**config.mk**
```make
export PLATFORM = sky130hd
export DESIGN_NAME = muldiv_unit
export DESIGN_NICKNAME = d
export VERILOG_FILES = /design/src/rtl/muldiv_unit.sv
export SDC_FILE = /design/constraint.sdc
export NUM_CORES = 1
export LEC_CHECK = 0
export ABC_AREA = 1
export CORE_UTILIZATION = 30
export DETAILED_ROUTE_END_ITERATION = 8
export PLACE_DENSITY = 0.45
export SLEW_MARGIN = 20
export SYNTH_ARGS = -nofsm -noshare
export SYNTH_HDL_FRONTEND = slang
export SYNTH_SLANG_ARGS = --single-unit
```
**constraint.sdc**
```tcl
create_clock -name clk -period 7.8 [get_ports clk]
set_clock_uncertainty 0.2 [all_clocks]
set_input_delay 1.56 -clock clk [delete_from_list [all_inputs] [get_ports clk]]
set_output_delay 1.56 -clock clk [all_outputs]
set_load 0.1 [all_outputs]
```
**src/rtl/muldiv_unit.sv**
```systemverilog
// muldiv_unit: iterative RV32M/RV64M shift-add multiplier and restoring divider
module muldiv_unit #(
  parameter int XLEN = 32
) (
  input  logic            clk,
  input  logic            rst,
  input  logic            start,
  input  logic [2:0]      op,
  input  logic [XLEN-1:0] a,
  input  logic [XLEN-1:0] b,
  input  logic            kill,
  output logic            busy,
  output logic            done,
  output logic [XLEN-1:0] result
);
  localparam int CNT_W = $clog2(XLEN) + 1;
  localparam logic [1:0] IDLE = 2'd0, CALC = 2'd1, ADJ = 2'd2, DONE = 2'd3;
  localparam logic [XLEN-1:0] MIN = {1'b1, {(XLEN-1){1'b0}}};
  localparam logic [CNT_W-1:0] LAST = CNT_W'(XLEN - 1);
  logic [1:0] state;
  logic [2:0] op_q;
  logic neg_q;
  logic [CNT_W-1:0] cnt;
  logic [2*XLEN-1:0] acc, prod;
  logic [XLEN-1:0] rem, dvs;
  logic sa, sb, neg, fast;
  logic [XLEN-1:0] mag_a, mag_b, fast_val, adj_val, quo, rmd;
  logic [XLEN:0] mul_sum, div_sh, div_diff;
  assign busy = state != IDLE;
  assign done = state == DONE;
  always_comb begin
    sa = !(op[0] && (op[1] || op[2]));
    sb = op[2] ? !op[0] : !op[1];
    mag_a = (sa && a[XLEN-1]) ? -a : a;
    mag_b = (sb && b[XLEN-1]) ? -b : b;
    neg = (op[2] && op[1]) ? (sa && a[XLEN-1]) : ((sa && a[XLEN-1]) ^ (sb && b[XLEN-1]));
    fast = op[2] && (b == '0 || (!op[0] && a == MIN && b == '1));
    fast_val = (b == '0) ? (op[1] ? a : '1) : (op[1] ? '0 : a);
    mul_sum = {1'b0, acc[2*XLEN-1:XLEN]} + {1'b0, (acc[0] ? dvs : {XLEN{1'b0}})};
    div_sh = {rem, acc[XLEN-1]};
    div_diff = div_sh - {1'b0, dvs};
    prod = neg_q ? -acc : acc;
    quo = neg_q ? -acc[XLEN-1:0] : acc[XLEN-1:0];
    rmd = neg_q ? -rem : rem;
    adj_val = op_q[2] ? (op_q[1] ? rmd : quo) : ((op_q[1:0] == 2'd0) ? prod[XLEN-1:0] : prod[2*XLEN-1:XLEN]);
  end
  always_ff @(posedge clk) begin
    if (rst) begin
      state <= IDLE;
      op_q <= '0;
      neg_q <= 1'b0;
      cnt <= '0;
      acc <= '0;
      rem <= '0;
      dvs <= '0;
      result <= '0;
    end else if (kill) begin
      state <= IDLE;
    end else begin
      case (state)
        IDLE: if (start) begin
          op_q <= op;
          neg_q <= neg;
          cnt <= '0;
          dvs <= mag_b;
          acc <= {{XLEN{1'b0}}, mag_a};
          rem <= '0;
          state <= fast ? DONE : CALC;
          if (fast) result <= fast_val;
        end
        CALC: begin
          cnt <= cnt + 1'b1;
          acc <= op_q[2] ? {{XLEN{1'b0}}, acc[XLEN-2:0], !div_diff[XLEN]} : {mul_sum, acc[XLEN-1:1]};
          if (op_q[2]) rem <= div_diff[XLEN] ? div_sh[XLEN-1:0] : div_diff[XLEN-1:0];
          state <= (cnt == LAST) ? ADJ : CALC;
        end
        ADJ: begin
          result <= adj_val;
          state <= DONE;
        end
        default: state <= IDLE;
      endcase
    end
  end
endmodule

```
[Word level (Yosys, flattened, before mapping)]
Index checks and enable logic that the tools add are counted.
Operators by class
  add/sub/neg operators: 8
  eq/ne operators: 9
  muxes and demuxes: 30
  bitwise logic cells: 2
  reductions and logical operators: 24
Operator list (number)
  $mux W32: 16
  $mux W64: 3
  $neg A32 Y32: 4
  $pmux W32 S2: 2
  $pmux W64 S2: 1
  $eq A32 B32 Y1 const B: 2
  $neg A64 Y64: 1
  $add A32 B32 Y33: 1
  $sub A33 B32 Y33: 1
  $logic_not A32 Y1: 1
  $pmux W6 S2: 1
  $reduce_and A4 Y1: 2
  $logic_and A1 B1 Y1: 7
  $add A6 B1 Y6 const B: 1
  $eq A6 B5 Y1 const B: 1
  $mux W2: 3
  $mux W6: 1
  $ne A2 B2 Y1 const B: 3
  $pmux W2 S3: 1
  $reduce_and A3 Y1: 2
  $reduce_bool A2 Y1: 3
  $eq A2 B2 Y1 const B: 2
  $logic_not A1 Y1: 4
  $logic_not A2 Y1: 2
  other kinds (6): 8
Storage, ports and cells
  register bits after elaboration: 172
  bits of input ports: 71
  output and inout bits: 34
  word-level logic and storage cells: 81

[Longest topological paths before layout]
Gate-level depths: netlist of run 1.
  depth after elaboration: 8
  depth in mapped cells: 18
  mapped depth without buffers: 17

[Least setup slack after synthesis of run 1]
OpenSTA, ideal clock, no wires.
  path kind: in2reg
  from: input port a[0]
  to: register result[15]
  library setup time: 131 ps
  arrival: 3011 ps
  data required time: 7469 ps
  slack: 4459 ps
  stages on the path: 15
  buffers on the path: 2
  path through: inv_1 -> ha_1 -> nand4_1 -> nor2_2 -> nand2_1 -> nor2_1 -> nand3_1 -> nand2_1 -> nand2_1 -> nand2_1 -> nand2_2 -> buf_6 -> buf_2 -> nand2_1 -> a21oi_2
Between the ends
  cells in the longest elaborated chain, start to end: 7
RTL lines
  start, declared: line 9  | input logic [XLEN-1:0] a,
  $eq A32 B32 Y1: line 37  | fast = op[2] && (b == '0 || (!op[0] && a == MIN && b == '1));
  $logic_and A1 B1 Y1 (2 in series): line 37
  $logic_or A1 B1 Y1: line 37
  $logic_and A1 B1 Y1: line 37
  $ne A2 B2 Y1 (no line)
  $reduce_and A4 Y1 (no line)
  end signal, assigned: line 69  | if (fast) result <= fast_val;
  end signal, assigned: line 78  | result <= adj_val;
  end, declared: line 14  | output logic [XLEN-1:0] result
No other way between the ends.
A chain may end at the register's enable or synchronous reset.

[Worst setup path after layout of run 1]
  from: input port op[1]
  to: register dvs[26]
Between the ends
  cells in the longest elaborated chain, start to end: 4
RTL lines
  start, declared: line 8  | input logic [2:0] op,
  $logic_not A1 Y1: line 33  | sb = op[2] ? !op[0] : !op[1];
  $mux W1: line 33
  $logic_and A1 B1 Y1: line 35  | mag_b = (sb && b[XLEN-1]) ? -b : b;
  $mux W32: line 35
  end signal, assigned: line 65  | dvs <= mag_b;
  end, declared: line 25  | logic [XLEN-1:0] rem, dvs;
No other way between the ends.

==> flow_metrics.tcl, run 1 <==
set metrics [dict create \
    status "finished clean" \
    numCtsBuffers 17 \
    grt_pass1_wl_mm 125 \
    port-buffer-count 104 \
    rr_worst_depth 17 \
    synth_top_area_share_pct 19.0 \
    core_area_um2 59500 \
    synth_cell_types 57 \
    antennaDiodeCount 0 \
    synth_cells 3273 \
    overflow 0 \
    fin_area_um2 20400 \
    period_minus_slack_ns 4.84 \
    start_kind "input pin" \
    fin_total_pwr_uw 2750 \
    ctsHoldBuffers 0 \
    drc 0 \
    setup_viol 0 \
    synthAdderAreaFrac_pct 5.22 \
    synth-xor-area-share_pct 2.36 \
    wirelength_mm 83.3 \
    drv_slew 0 \
    startpoint "op[1]" \
    crit_fanout 52 \
    fin_nets 3435 \
    path_clk_slew_ns 0.08 \
    worst_skew_pair.late_latency_ns 0.53 \
    vias 21700 \
    drive_above_1_share_pct 4.51 \
    power_density_nw_per_um2 135 \
    synth_simple_gate_area_share_pct 44.3 \
    die_h_um 248 \
    grt_pass1_vias 20000 \
    avgSynthCellArea_um2 5.55 \
    synth_seq_area_share_pct 18.9 \
    rsz0062_at_grt "no" \
    die_w_um 248 \
    r2r_start "acc[0]" \
    synth-edff-count 0 \
    initial_core_util_pct 30.6 \
    antenna_found_initial 1 \
    antenna_left 0 \
    wl_per_cell_um 20.4 \
    gp_congestion 0.964 \
    drtIter0Drc 2100 \
    io_pins 105 \
    synth_nets 3416 \
    placed_area_um2 19800 \
    grt_max_degree 75 \
    hold_viol 0 \
    cts_resized 0 \
    synth_compound_area_share_pct 19.0 \
    register_area_um2 3450 \
    worst_slew_pin_slew_ns 1.04 \
    power.leakage_uw 0.00945 \
    fill_cells 6840 \
    place_hpwl_mm 67.0 \
    min_period_over_period_pct 62.1 \
    ys_async_sr_fraction_pct 0 \
    synth_top_family_by_area "simple AND/OR/NAND/NOR gates" \
    core.rowCount 89 \
    grtUsageTotal_pct 27.1 \
    reg2reg_to "acc[63]" \
    yosys_warnings 0 \
    drt-vias-per-instance 5.32 \
    tns_ns 0 \
    area_growth_pct 12.3 \
    first_pass_iters 6 \
    min_path_type "reg -> reg" \
    drv_cap 0 \
    cts_tree "yes" \
    netlist_area_um2 18200 \
    path_class "in -> reg" \
    synth_flop_cell "dfxtp_1" \
    multi_input_area_um2 12900 \
    cts_root_buf "clkbuf_16" \
    critPathArrivalTime_ns 5.06 \
    dieArea_um2 61600 \
    synth_top_area_cell "nand2_1" \
    post_cts_buffers 0 \
    r2r_setup_slack_ns 4.07 \
    cts.sinks 172 \
    vdd_drop_max_mv 0.184 \
    relSlewSlack_pct 30.5 \
    fmax_mhz 206 \
    synth_commonest_cells "nand2_1, nor2_1, nand3_1, inv_1, a21oi_1" \
    required_ns 8.02 \
    crit_end "dvs[26]" \
    cts_buffer_depth 2 \
    synth.most_common_cell "nand2_1" \
    netlist_top_cells_area "nand2_1, dfxtp_1, nand3_1" \
    crit_path_end_kind "flop" \
    ys_seq_elements 172 \
    synth_mux_area_share_pct 0 \
    htreeDepth 4 \
]
## cell usage in the layout (no fill, tap or decap), drive strengths merged, types with 32 or more instances in the layout
| cell type | n |
|---|---|
| nand4 | 41 |
| nor2 | 430 |
| nand2 | 938 |
| nor3 | 34 |
| xor2 | 32 |
| a21oi | 289 |
| dfxtp | 172 |
| o21ai | 270 |
| clkdlybuf4s50 | 103 |
| ha | 70 |
| nand3 | 371 |
| inv | 343 |
## layer usage
| metal | share of wire [%] | up-vias | track usage (%) |
|---|---|---|---|
| met3 | 6.2 | 109 | 4.04 |
| met5 | 0.023 | - | 0 |
| met1 | 48 | 10100 | 38.9 |
| li1 | - | 10800 | - |
| met4 | 2.2 | 2 | 6.90 |
| met2 | 44 | 702 | 41.8 |
## layout make-up
class	instances	area share, %
Clock buffer	17	2.09
Clock inverter	15	0.859
Inverter	340	6.26
Multi-Input combinational cell	2634	63.2
Sequential cell	172	16.9
Tap cell	773	4.74
Timing Repair Buffer	127	5.94
## critical path: stages
cell and delay [ns]:
clkdlybuf4s50_1 0.70, inv_2 0.78, a21oi_2 0.13, inv_2 0.14, o21ai_2 0.10, nor2_4 0.61, inv_2 0.25, o21ai_1 0.33
nor2_2 0.11, nand2_1 0.08, a21oi_1 0.07, a21oi_1 0.14, inv_1 0.05
## how the worst min path moves through the flow
stage                          start          to  slack, ns  depth (start not counted)
final                     result[11]  result[11]       0.27                          2
after global placement    result[30]  result[30]       0.26                          2
after global routing      result[13]  result[13]       0.29                          2
after CTS                 result[11]  result[11]       0.27                          2
after floorplan              op_q[0]     op_q[0]       0.23                          2
after detailed placement  result[11]  result[11]       0.26                          2
## per-stage QoR
step	cells	setup WS, ns	util (%)	hold WS [ns]
6_report	4078	2.96	34.3	0.274
5_1_grt	4078	2.59	34.3	0.295
4_1_cts	4078	3.01	34.3	0.274
3_5_place_dp	4046	2.46	33.3	0.261
3_3_place_gp	4046	2.53	33.3	0.257
2_1_floorplan	3273	4.46	-	0.229
## registers in the layout, summed over array words and instances, names as in the netlist
name / cells
acc: 64
cnt: 6
dvs: 32
neg_q: 1
op_q: 3
rem: 32
result: 32
state: 2
## power by group
group	switching [µW]	total, µW	internal [µW]
combinational	609	865	256
clock	492	924	432
sequential	52.5	960	907
total	1150	2750	1600
## kinds of logic after synthesis
family	Yosys count
and+or+nand+nor	1865
buffers and inverters	467
adders and majority gates	75
DFF	172
xor gates and xnor gates	49
AOI/OAI and AO/OA	645
Note: power is estimated with default switching activity, not from simulation.
==> run 2: changes to the inputs <==
Settings changed: PLACE_DENSITY 0.45 to 0.46.
Clock period 7.8 ns to 4.45 ns, I/O delays scaled along.
==> run 2 against run 1 <==
Against the previous run: routed wire length is 0.99% higher; via count is 0.77% higher; clock power is 92% higher; count of clock-buffer cells in the layout is 1 higher; critical endpoint is now acc[63]; largest cell class unchanged; non-clock buffer count is 13 higher.
==> flow_metrics.tcl, run 2 (same netlist as run 1, synthesis figures left out) <==
set metrics [dict create \
    min_path_type "reg -> reg" \
    worst_slew_pin_slew_ns 1.02 \
    cts_buffer_depth 2 \
    grtUsageTotal_pct 27.1 \
    core.rowCount 89 \
    drv_cap 0 \
    start_kind "flop" \
    fmax_mhz 285 \
    timing.hold.ws_ns 0.273 \
    ctsHoldBuffers 0 \
    htreeDepth 4 \
    hold_viol 0 \
    cp.buffers_inverters 2 \
    cts_resized 0 \
    numCtsBuffers 17 \
    first_pass_iters 6 \
    placed_area_um2 19900 \
    required_ns 4.68 \
    gp_congestion 0.979 \
    antenna_left 0 \
    core_area_um2 59500 \
    power.leakage_uw 0.00955 \
    crit_chain "nand2_1, inv_1, ha_1, inv_1, fa_1, o21ai_0, nand3_1, nand3b_1, nand2_1, nand2_1, nand2_1, nand3_1, nand2_1, nand2_1, nand2_1, a21oi_1" \
    place_hpwl_mm 67.9 \
    min_period_over_period_pct 78.8 \
    die_w_um 248 \
    r2r_setup_slack_ns 0.94 \
    fin_util_pct 34.6 \
    path_class "reg -> reg" \
    worst_skew_pair.late_latency_ns 0.52 \
    setup_viol 0 \
    slowest_delay_ns 0.56 \
    largest_reg_flops 64 \
    initial_core_util_pct 30.6 \
    drc 0 \
    wl_per_cell_um 20.6 \
    overflow 0 \
    vdd_drop_max_mv 0.323 \
    drv_slew 0 \
    fin_nets 3448 \
    grt_pass1_vias 20000 \
    vias 21800 \
    die_h_um 248 \
    crit_fanout 7 \
    layout_commonest_cell "nand2_1" \
    antennaDiodeCount 0 \
    power_density_nw_per_um2 243 \
    area_growth_pct 13.2 \
    cts_tree "yes" \
    path_clk_slew_ns 0.08 \
    path_common_cell "nand2_1" \
    period_minus_slack_ns 3.51 \
    drive_above_1_share_pct 4.88 \
    path_delay_family "simple AND/OR/NAND/NOR gates" \
    rsz0062_at_grt "no" \
    relSlewSlack_pct 32.1 \
    dieArea_um2 61600 \
    post_cts_buffers 0 \
    grt_max_degree 74 \
    grt_pass1_wl_mm 125 \
    critPathSlowestCell "dfxtp_1" \
    io_pins 105 \
    antenna_found_initial 1 \
    drtIter0Drc 1944 \
    crit_path_end_kind "flop" \
    cts_root_buf "clkbuf_16" \
    layout_common_cells "nand2_1, nor2_1, nand3_1, inv_1, a21oi_1" \
    fin_area_um2 20600 \
    wirelength_mm 84.2 \
    cts.sinks 172 \
    critPathArrivalTime_ns 3.73 \
    largest-register "acc" \
    tns_ns 0 \
    port-buffer-count 104 \
    status "finished clean" \
    drt-vias-per-instance 5.34 \
]
run 2: layout make-up:
| type | count | area (µm²) |
|---|---|---|
| Fill cell | 6817 | 38900 |
| Multi-Input combinational cell | 2634 | 12900 |
| Sequential cell | 172 | 3450 |
| Timing Repair Buffer | 140 | 1310 |
| Inverter | 340 | 1280 |
| Tap cell | 773 | 967 |
| Clock buffer | 18 | 450 |
| Clock inverter | 14 | 215 |
run 2: final timing paths:
| check | from | to | cells past startpoint |
|---|---|---|---|
| setup / recovery | acc[0] | acc[63] | 16 |
| hold / removal | result[18] | result[18] | 2 |
| setup reg to reg | acc[0] | acc[63] | 16 |
| hold reg to reg | result[18] | result[18] | 2 |
run 2: through the flow:
stage	total power [µW]	instances	setup slack, ns
floorplan	2680	3273	1.78
global placement	3240	4059	0.622
detailed placement	3240	4059	0.551
CTS	5020	4091	0.912
global route	5250	4091	0.642
finish	5010	4091	0.944
run 2: routing by layer:
| layer | up-vias | GRT usage (%) | share of wire, % |
|---|---|---|---|
| met3 | 64 | 3.73 | 6.3 |
| met5 | - | 0 | 0.014 |
| met4 | 2 | 5.97 | 1.6 |
| li1 | 10800 | - | - |
| met1 | 10200 | 39.0 | 48 |
| met2 | 701 | 42.4 | 44 |
run 2: worst min-delay path, cell delays in order (launching register included):
cell,delay [ns]
dfxtp_1,0.32
nand2_1,0.06
a21oi_1,0.05
run 2: power breakdown:
part | internal, µW | switching [µW] | total, µW
clock | 906 | 868 | 1770
combinational | 457 | 1100 | 1560
sequential | 1590 | 82.3 | 1670
